==> src/rtl/dct_transpose_if.sv <==
// Handshake and RAM bus between the row-DCT stage, the transpose RAM and the column-DCT stage.
// The master side is the transpose controller; the slave side is its environment.
interface dct_transpose_if #(
   parameter int DATA_W = 24,
   parameter int ADDR_W = 6
) ();
   logic              in_valid;
   logic [DATA_W-1:0] in_data;
   logic              in_ready;
   logic [ADDR_W-1:0] ram_addr;
   logic              ram_we;
   logic [DATA_W-1:0] ram_din;
   logic [DATA_W-1:0] ram_dout;
   logic              out_valid;
   logic [DATA_W-1:0] out_data;
   logic              out_ready;
   logic              block_done;

   modport master (
      input  in_valid, in_data, ram_dout, out_ready,
      output in_ready, ram_addr, ram_we, ram_din, out_valid, out_data, block_done
   );

   modport slave (
      output in_valid, in_data, ram_dout, out_ready,
      input  in_ready, ram_addr, ram_we, ram_din, out_valid, out_data, block_done
   );
endinterface

==> src/rtl/dct_transpose_ctrl.sv <==
// Transpose-RAM sequencer: writes an 8x8 block row-major, reads it back column-major.
// Optional status outputs (frame_cnt, drop_err) are enabled by defining DCT_TC_STATUS_EN.
module dct_transpose_ctrl #(
   parameter int DATA_W = 24,
   parameter int LOG2N  = 3
) (
   input  logic                  clk,
   input  logic                  rst,
`ifdef DCT_TC_STATUS_EN
   output logic [15:0]           frame_cnt,
   output logic                  drop_err,
`endif
   dct_transpose_if.master       bus
);
   localparam int ADDR_W = 2 * LOG2N;
   localparam logic [ADDR_W-1:0] LAST_IDX = {ADDR_W{1'b1}};
   localparam logic [ADDR_W-1:0] ONE_IDX  = {{(ADDR_W-1){1'b0}}, 1'b1};

   typedef enum logic [1:0] {
      IDLE  = 2'd0,
      FILL  = 2'd1,
      PRIME = 2'd2,
      DRAIN = 2'd3
   } state_t;

   state_t            state_r, state_nx_s;
   logic [ADDR_W-1:0] wr_cnt_r;
   logic [ADDR_W-1:0] rd_cnt_r;
   logic              out_valid_r;
   logic              block_done_r;
   logic              in_ready_s;
   logic              ram_we_s;
   logic [ADDR_W-1:0] ram_addr_s;
   logic              accept_s;
   logic              hs_s;
   logic              last_hs_s;
   logic [ADDR_W-1:0] rd_sel_s;

   // Column-major index k maps to row k%N, col k/N: swap the two halves of k.
   function automatic logic [ADDR_W-1:0] transpose_addr(input logic [ADDR_W-1:0] k);
      return {k[LOG2N-1:0], k[ADDR_W-1:LOG2N]};
   endfunction

   // Next-state decode and combinational RAM/handshake controls.
   always_comb begin
      state_nx_s = state_r;
      in_ready_s = 1'b0;
      ram_we_s   = 1'b0;
      ram_addr_s = {ADDR_W{1'b0}};
      accept_s   = 1'b0;
      hs_s       = 1'b0;
      last_hs_s  = 1'b0;
      rd_sel_s   = rd_cnt_r;
      case (state_r)
         IDLE, FILL: begin
            in_ready_s = 1'b1;
            ram_we_s   = bus.in_valid;
            ram_addr_s = wr_cnt_r;
            accept_s   = bus.in_valid;
            if (bus.in_valid) begin
               if (wr_cnt_r == LAST_IDX) begin
                  state_nx_s = PRIME;
               end else begin
                  state_nx_s = FILL;
               end
            end else begin
               state_nx_s = state_r;
            end
         end
         PRIME: begin
            ram_addr_s = transpose_addr({ADDR_W{1'b0}});
            state_nx_s = DRAIN;
         end
         DRAIN: begin
            hs_s      = out_valid_r & bus.out_ready;
            last_hs_s = hs_s & (rd_cnt_r == LAST_IDX);
            // Fetch the next word in the handshake cycle so the stream has no bubbles.
            if (hs_s) begin
               rd_sel_s = rd_cnt_r + ONE_IDX;
            end else begin
               rd_sel_s = rd_cnt_r;
            end
            ram_addr_s = transpose_addr(rd_sel_s);
            if (last_hs_s) begin
               state_nx_s = IDLE;
            end else begin
               state_nx_s = DRAIN;
            end
         end
         default: begin
            state_nx_s = IDLE;
         end
      endcase
   end

   // State, counters and registered handshake outputs.
   always_ff @(posedge clk) begin
      if (rst) begin
         state_r      <= IDLE;
         wr_cnt_r     <= {ADDR_W{1'b0}};
         rd_cnt_r     <= {ADDR_W{1'b0}};
         out_valid_r  <= 1'b0;
         block_done_r <= 1'b0;
      end else begin
         state_r      <= state_nx_s;
         block_done_r <= last_hs_s;
         if (accept_s) begin
            wr_cnt_r <= wr_cnt_r + ONE_IDX;
         end
         if (hs_s) begin
            rd_cnt_r <= rd_cnt_r + ONE_IDX;
         end
         if (state_r == PRIME) begin
            out_valid_r <= 1'b1;
         end else if (last_hs_s) begin
            out_valid_r <= 1'b0;
         end
      end
   end

`ifdef DCT_TC_STATUS_EN
   logic [15:0] frame_cnt_r;
   logic        drop_err_r;

   // Block counter and sticky flag for upstream data offered while the block drains.
   always_ff @(posedge clk) begin
      if (rst) begin
         frame_cnt_r <= 16'd0;
         drop_err_r  <= 1'b0;
      end else begin
         if (block_done_r) begin
            frame_cnt_r <= frame_cnt_r + 16'd1;
         end
         if (bus.in_valid && ((state_r == PRIME) || (state_r == DRAIN))) begin
            drop_err_r <= 1'b1;
         end
      end
   end

   assign frame_cnt = frame_cnt_r;
   assign drop_err  = drop_err_r;
`endif

   assign bus.in_ready   = in_ready_s;
   assign bus.ram_we     = ram_we_s;
   assign bus.ram_addr   = ram_addr_s;
   assign bus.ram_din    = bus.in_data;
   assign bus.out_valid  = out_valid_r;
   assign bus.out_data   = bus.ram_dout;
   assign bus.block_done = block_done_r;
endmodule

==> src/flat_wrapper.sv <==
// flat-port wrapper written by rule: the top's interface ports become plain ports
module dct_transpose_ctrl_flat 
#(
   parameter int DATA_W = 24,
   parameter int LOG2N  = 3
)
  (clk, rst, bus_in_valid, bus_in_data, bus_ram_dout, bus_out_ready, bus_in_ready, bus_ram_addr, bus_ram_we, bus_ram_din, bus_out_valid, bus_out_data, bus_block_done);
  dct_transpose_if #(.DATA_W(DATA_W), .ADDR_W((6))) bus_i ();
  input  logic clk;
  input  logic rst;
  input wire logic [$bits(bus_i.in_valid)-1:0] bus_in_valid;
  input wire logic [$bits(bus_i.in_data)-1:0] bus_in_data;
  input wire logic [$bits(bus_i.ram_dout)-1:0] bus_ram_dout;
  input wire logic [$bits(bus_i.out_ready)-1:0] bus_out_ready;
  output wire logic [$bits(bus_i.in_ready)-1:0] bus_in_ready;
  output wire logic [$bits(bus_i.ram_addr)-1:0] bus_ram_addr;
  output wire logic [$bits(bus_i.ram_we)-1:0] bus_ram_we;
  output wire logic [$bits(bus_i.ram_din)-1:0] bus_ram_din;
  output wire logic [$bits(bus_i.out_valid)-1:0] bus_out_valid;
  output wire logic [$bits(bus_i.out_data)-1:0] bus_out_data;
  output wire logic [$bits(bus_i.block_done)-1:0] bus_block_done;
  assign bus_i.in_valid = bus_in_valid;
  assign bus_i.in_data = bus_in_data;
  assign bus_i.ram_dout = bus_ram_dout;
  assign bus_i.out_ready = bus_out_ready;
  assign bus_in_ready = bus_i.in_ready;
  assign bus_ram_addr = bus_i.ram_addr;
  assign bus_ram_we = bus_i.ram_we;
  assign bus_ram_din = bus_i.ram_din;
  assign bus_out_valid = bus_i.out_valid;
  assign bus_out_data = bus_i.out_data;
  assign bus_block_done = bus_i.block_done;
  dct_transpose_ctrl #(.DATA_W(DATA_W), .LOG2N(LOG2N)) u_core (.clk(clk), .rst(rst), .bus(bus_i));
endmodule
==> config.mk <==
export PLATFORM = sky130hd
export DESIGN_NAME = dct_transpose_ctrl_flat
export DESIGN_NICKNAME = d
export VERILOG_FILES = /design/src/rtl/dct_transpose_if.sv /design/src/rtl/dct_transpose_ctrl.sv /design/src/flat_wrapper.sv
export SDC_FILE = /design/constraint.sdc
export NUM_CORES = 1
export LEC_CHECK = 0
export CORE_MARGIN = 3
export CORE_UTILIZATION = 56
export CTS_CLUSTER_DIAMETER = 50
export DETAILED_ROUTE_END_ITERATION = 16
export DONT_BUFFER_PORTS = 1
export GPL_ROUTABILITY_DRIVEN = 0
export PLACE_DENSITY = 0.74
export SYNTH_ARGS = -nofsm -noshare
export SYNTH_HDL_FRONTEND = slang
export SYNTH_SLANG_ARGS = --single-unit
==> constraint.sdc <==
create_clock -name clk -period 1.54 [get_ports clk]
set_input_delay 0.077 -clock clk [delete_from_list [all_inputs] [get_ports clk]]
set_output_delay 0.077 -clock clk [all_outputs]
set_load 0.005 [all_outputs]
# After elaboration in Yosys (flattened, before gate mapping)
# Cells that the tools add are included.
[classes]
reduce_logical = 3
muxes = 12
mul = 0
n_eq_ne = 6
n_lt_le_gt_ge = 0
bitwise_logic = 2
div = 0
add_sub_neg = 2
n_shift = 0
[ops]
columns = ["op", "n"]
rows = [
  ["6-bit one-hot mux with 3 select lines", 1],
  ["6-bit by 1-bit adder with 6-bit output (second input constant)", 2],
  ["6-bit == test (second input constant)", 2],
  ["1-bit 2-to-1 mux", 6],
  ["2-bit 2-to-1 mux", 3],
  ["6-bit 2-to-1 mux", 1],
  ["2-bit one-hot mux with 3 select lines", 1],
  ["2-bit == test (second input constant)", 2],
  ["1-bit bitwise AND", 2],
  ["2-bit by 1-bit == test with 1-bit output (second input constant)", 1],
  ["2-bit zero test", 1],
  ["2-bit inequality test (second input constant)", 1],
  ["2-bit nonzero test", 1],
  ["2-bit OR reduction", 1],
]
[totals]
mem_count = 0
mem_bits_rw = 0
latchBits = 0
out_inout_bits = 58
mem_bits_ro = 0
reg_bits = 16
inputBits = 52

# Logic depth before layout (Yosys ltp)
[logic_depth]
depth_word = 5
ltp_mapped = 4
mapped_depth_nobuf = 4

# Worst setup path before layout
# No wires, ideal clock.
[synth_path]
path_kind = "register -> register"
start = "register u_core.rd_cnt_r[0]"
end = "register u_core.state_r[1]"
path_stages_with_launch = 5
path_slack_ns = 0.095
period_less_slack_ns = 1.445
t_required_ns = 1.421
path_buffers = 0
arrival_time_ns = 1.327
cell_sequence = "dfxtp_1 -> ha_1 -> nand3_1 -> or3_1 -> o221a_1"
[synth_between]
elab_chain_cells = 4
[synth_rtl]
columns = ["element", "line_no", "source"]
rows = [
  ["from (decl)", "dct_transpose_ctrl.sv:28", "logic [ADDR_W-1:0] rd_cnt_r;"],
  ["from (signal assigned)", "dct_transpose_ctrl.sv:101", "rd_cnt_r <= {ADDR_W{1'b0}};"],
  ["from (signal assigned)", "dct_transpose_ctrl.sv:111", "rd_cnt_r <= rd_cnt_r + ONE_IDX;"],
  ["6-bit == test", "dct_transpose_ctrl.sv:76", "last_hs_s = hs_s & (rd_cnt_r == LAST_IDX);"],
  ["1-bit bitwise AND", "dct_transpose_ctrl.sv:76", ""],
  ["2-bit 2-to-1 mux", "dct_transpose_ctrl.sv:84", "if (last_hs_s) begin"],
  ["2-bit one-hot mux with 3 select lines", "dct_transpose_ctrl.sv:54", "case (state_r)"],
  ["to (signal assigned)", "dct_transpose_ctrl.sv:105", "state_r <= state_nx_s;"],
  ["to (decl)", "dct_transpose_ctrl.sv:26", "state_t state_r, state_nx_s;"],
]
# No other way between the ends.
# A chain may end at the register's enable or synchronous reset.

# Final worst setup path
[layout_path]
start = "register u_core.state_r[1]"
end = "output bus_ram_addr[1]"
[layout_between]
elab_chain_cells = 3
[layout_rtl]
columns = ["element", "line_no", "source"]
rows = [
  ["2-bit by 1-bit == test with 1-bit output / 2-bit zero test (equally long branches)", "dct_transpose_ctrl.sv:54", ""],
  ["2-bit OR reduction", "dct_transpose_ctrl.sv:54", ""],
  ["6-bit one-hot mux with 3 select lines (*)", "dct_transpose_ctrl.sv:54", ""],
  ["to (decl)", "flat_wrapper.sv:16", "output wire logic [$bits(bus_i.ram_addr)-1:0] bus_ram_addr;"],
]
# Every way passes the cells marked *; elsewhere a longest branch is shown, timed or not.

==> summary.md <==
| Metric | Value |
|---|---|
| Dpl cell area | `974.7 um^2` |
| Yosys warns | `0` |
| Maximum clock path buffer count | `2` |
| CTS tree | `done` |
| Hold WS | `0.09033 ns` |
| Iteration-0 DRC Markers | `50` |
| Die Width | `53.29 um` |
| Detail Placement HPWL | `2.232 mm` |
| Share of layout cells above drive strength 1 | `0.3828` |
| Core footprint | `2042 um^2` |
| Mapped Area | `1252 um^2` |
| Port Buf Inserts | `0` |
| Final worst slack | `-0.03037 ns` |
| F_max | `636.8 MHz` |
| Reg2Reg Setup Slack | `0.04 ns` |
| Period utilization | `1.020` |
| Unrepaired setup endpoints after global routing | `yes` |
| Fin nets | `183` |
| Final setup viols | `1` |
| Slew @ Worst Pin | `0.6122 ns` |
| CTS Buf Count | `3` |
| Total leakage power | `0.4551 nW` |
| WHS Path Cells | `3` |
| Via density per instance | `6.819` |
| Placed insts | `137` |
| Hold Startpoint | `bus_in_valid` |
| Status | `finished with violations` |
| Grt ovf | `0` |
| Clk_lat worst skew | `0.30 ns` |
| Setup Crit Path Kind | `register to output pin` |
| Initial core utilization | `0.6134` |
| Synth unique cells | `33` |
| Root buf cell | `clkbuf_4` |
| R2r endpoint | `u_core.state_r[1]$_SDFFE_PP0P_` |
| Reg clk slew, reported paths | `0.10 ns` |
| CP Max Fanout | `2` |
| Top-area cell type share of the netlist area | `0.2937` |
| First-pass iteration count of the detailed router | `4` |
| Fin. Hold Viols | `0` |
| R2R Path Start | `u_core.state_r[1]$_SDFFE_PP0P_` |
| Clock sinks | `16` |
| Worst r2r path cells | `6` |
| Pwr Density | `640.2 nW/um^2` |
| Dominant cells by area after synthesis | `buf_4 (29%), dfxtp_1 (26%), a21oi_1 (3.2%)` |
| Critical Path Start Type | `register` |
| Slew HR | `0.5905` |
| Largest net degree at the start of global routing | `18` |
| GRT Overall Usage | `0.2408` |
| Min-Delay Path Class | `input port to register` |
| Die footprint | `2840 um^2` |
| Vias in the first global route | `1003` |
| Top-Level Pins | `110` |
| Initial antenna violation count | `0` |
| Area grow syn2layout | `-1.298%` |
| Post-synthesis register bit count | `16` |
| Final Non-Filler Cells | `155` |
| CP endpoint kind | `output pin` |
| Max cap viols | `0` |
| ANT nets after route | `0` |
| Min Tclk post-route | `1.570 ns` |
| Mean post-synth cell area | `8.240 um^2` |
| Final core occ | `0.6054` |
| Total negative setup slack | `-0.03037 ns` |
| Register area share after synthesis | `0.2557` |
| Finished Cell Area | `1236 um^2` |
| Clock Skew | `0.0009139 ns` |
| Worst VDD drop | `0.3830 mV` |
| Vias | `1057` |
| Failing checks | `setup timing` |
| # DRC | `0` |
| Pwr Total | `0.7914 mW` |
| Cell taking the most area after synthesis | `buf_4` |
| Slew Viols, Final | `0` |
| First-pass GRT wire length | `4.919 mm` |
| Chip height | `53.29 um` |
| CP Data Required Time | `1.46 ns` |
| H-tree Lvls | `1` |
| Place WS | `0.05259 ns` |
| Drt total wl | `3.492 mm` |
| ANT cells | `0` |
| Core Rows | `16` |
| Syn_nets | `206` |
| Arr. time, crit path | `1.49 ns` |
| Hold EP | `u_core.wr_cnt_r[2]$_SDFFE_PP0P_` |
| Avg WL per Cell | `22.53 um` |
| Post-Syn Instances | `152` |
## worst max path at each step
stage	from	to	slack [ns]
floorplan	u_core.rd_cnt_r[0]$_SDFFE_PP0P_	u_core.state_r[1]$_SDFFE_PP0P_	0.09
global placement	u_core.rd_cnt_r[1]$_SDFFE_PP0P_	bus_ram_addr[1]	0.11
detailed placement	u_core.rd_cnt_r[1]$_SDFFE_PP0P_	bus_ram_addr[1]	0.05
CTS	u_core.state_r[1]$_SDFFE_PP0P_	bus_ram_addr[1]	-0.007
global route	u_core.rd_cnt_r[1]$_SDFFE_PP0P_	bus_ram_addr[1]	-0.08
finish	u_core.state_r[1]$_SDFFE_PP0P_	bus_ram_addr[1]	-0.03
## critical path, stage by stage, from the launching register on
cell and delay, ns:
dfxtp_2 0.36, inv_2 0.05, or3_1 0.39, o311ai_2 0.24
buf_4 0.16
## sequential cells by signal (all words and copies together), names as in the netlist
signal and flops:
u_core.bus.block_done 1, u_core.rd_cnt_r 6, u_core.bus.out_valid 1, u_core.wr_cnt_r 6, u_core.state_r 2
## cells in the mapped netlist (all sizes together)
| cell type | instances |
|---|---|
| o21ai | 4 |
| o2111ai | 2 |
| dfxtp | 16 |
| ha | 2 |
| or4 | 4 |
| or3 | 6 |
| nand3 | 7 |
| nor2 | 8 |
| xor2 | 4 |
| nor2b | 1 |
| mux2i | 3 |
| buf | 50 |
| inv | 3 |
| o41ai | 1 |
| o31ai | 4 |
| clkbuf | 2 |
| nand4 | 2 |
| xnor2 | 1 |
| nand2 | 10 |
| o2bb2ai | 3 |
| nand3b | 2 |
| a21oi | 8 |
| nand2b | 1 |
| o211ai | 1 |
| nor3 | 4 |
| o221a | 1 |
| o311ai | 1 |
| nor4 | 1 |
## cell usage in the layout (no fill, tap or decap), drive strengths merged
cell type     n
a21oi         8
buf          22
clkbuf        4
dfxtp        16
dlygate4sd3   2
ha            2
inv           3
mux2i         3
nand2        10
nand2b        1
nand3         7
nand3b        2
nand4         2
nor2          8
nor2b         1
nor3          4
nor4          1
o2111ai       2
o211ai        1
o21ai         4
o221a         1
o2bb2ai       3
o311ai        1
o31ai         4
o41ai         1
or3           6
or4           4
xnor2         1
xor2          4
## logic make-up after synthesis
logic type | Yosys count | synth area share
AND/OR/NAND/NOR | 46 | 0.2118
multiplexers | 3 | 0.02398
flip-flops | 16 | 0.2557
adder cells (fa/ha/maj) | 2 | 0.01998
AO/OA/AOI/OAI | 25 | 0.1359
XOR/XNOR | 5 | 0.03496
buffers and inverters | 55 | 0.3177
## power breakdown
group	switching [mW]	internal, mW
Clock	0.148	0.144
Sequential	0.00878	0.414
Combinational	0.0379	0.0382
Total	0.195	0.596
## final cells by class
class                   instances  area, um^2
flip-flops and latches         16       342.8
well taps                      27       33.78
clock buffers                   4       36.28
repair buffers                 24       200.2
multi-input cells              81       611.8
fillers                       174       805.8
inverters                       3       11.26
## what timing repair did
| action | in CTS | in global routing |
|---|---|---|
| buffers inserted | 6 | 7 |
| pin swaps | 5 | 5 |
| endpoints found under the hold margin | 16 | 0 |
| cloned | 0 | 0 |
| endpoints found under the setup margin | 3 | 5 |
| hold buffers | 2 | 0 |
| resized for setup | 18 | 15 |
## routing by layer
metal / GRT usage / part of all wire
met4: 0.1574 / 0.050
met3: 0.07042 / 0.14
met5: 0 / 0
met2: 0.4408 / 0.50
met1: 0.2277 / 0.31
(Power assumes the default switching activity.)
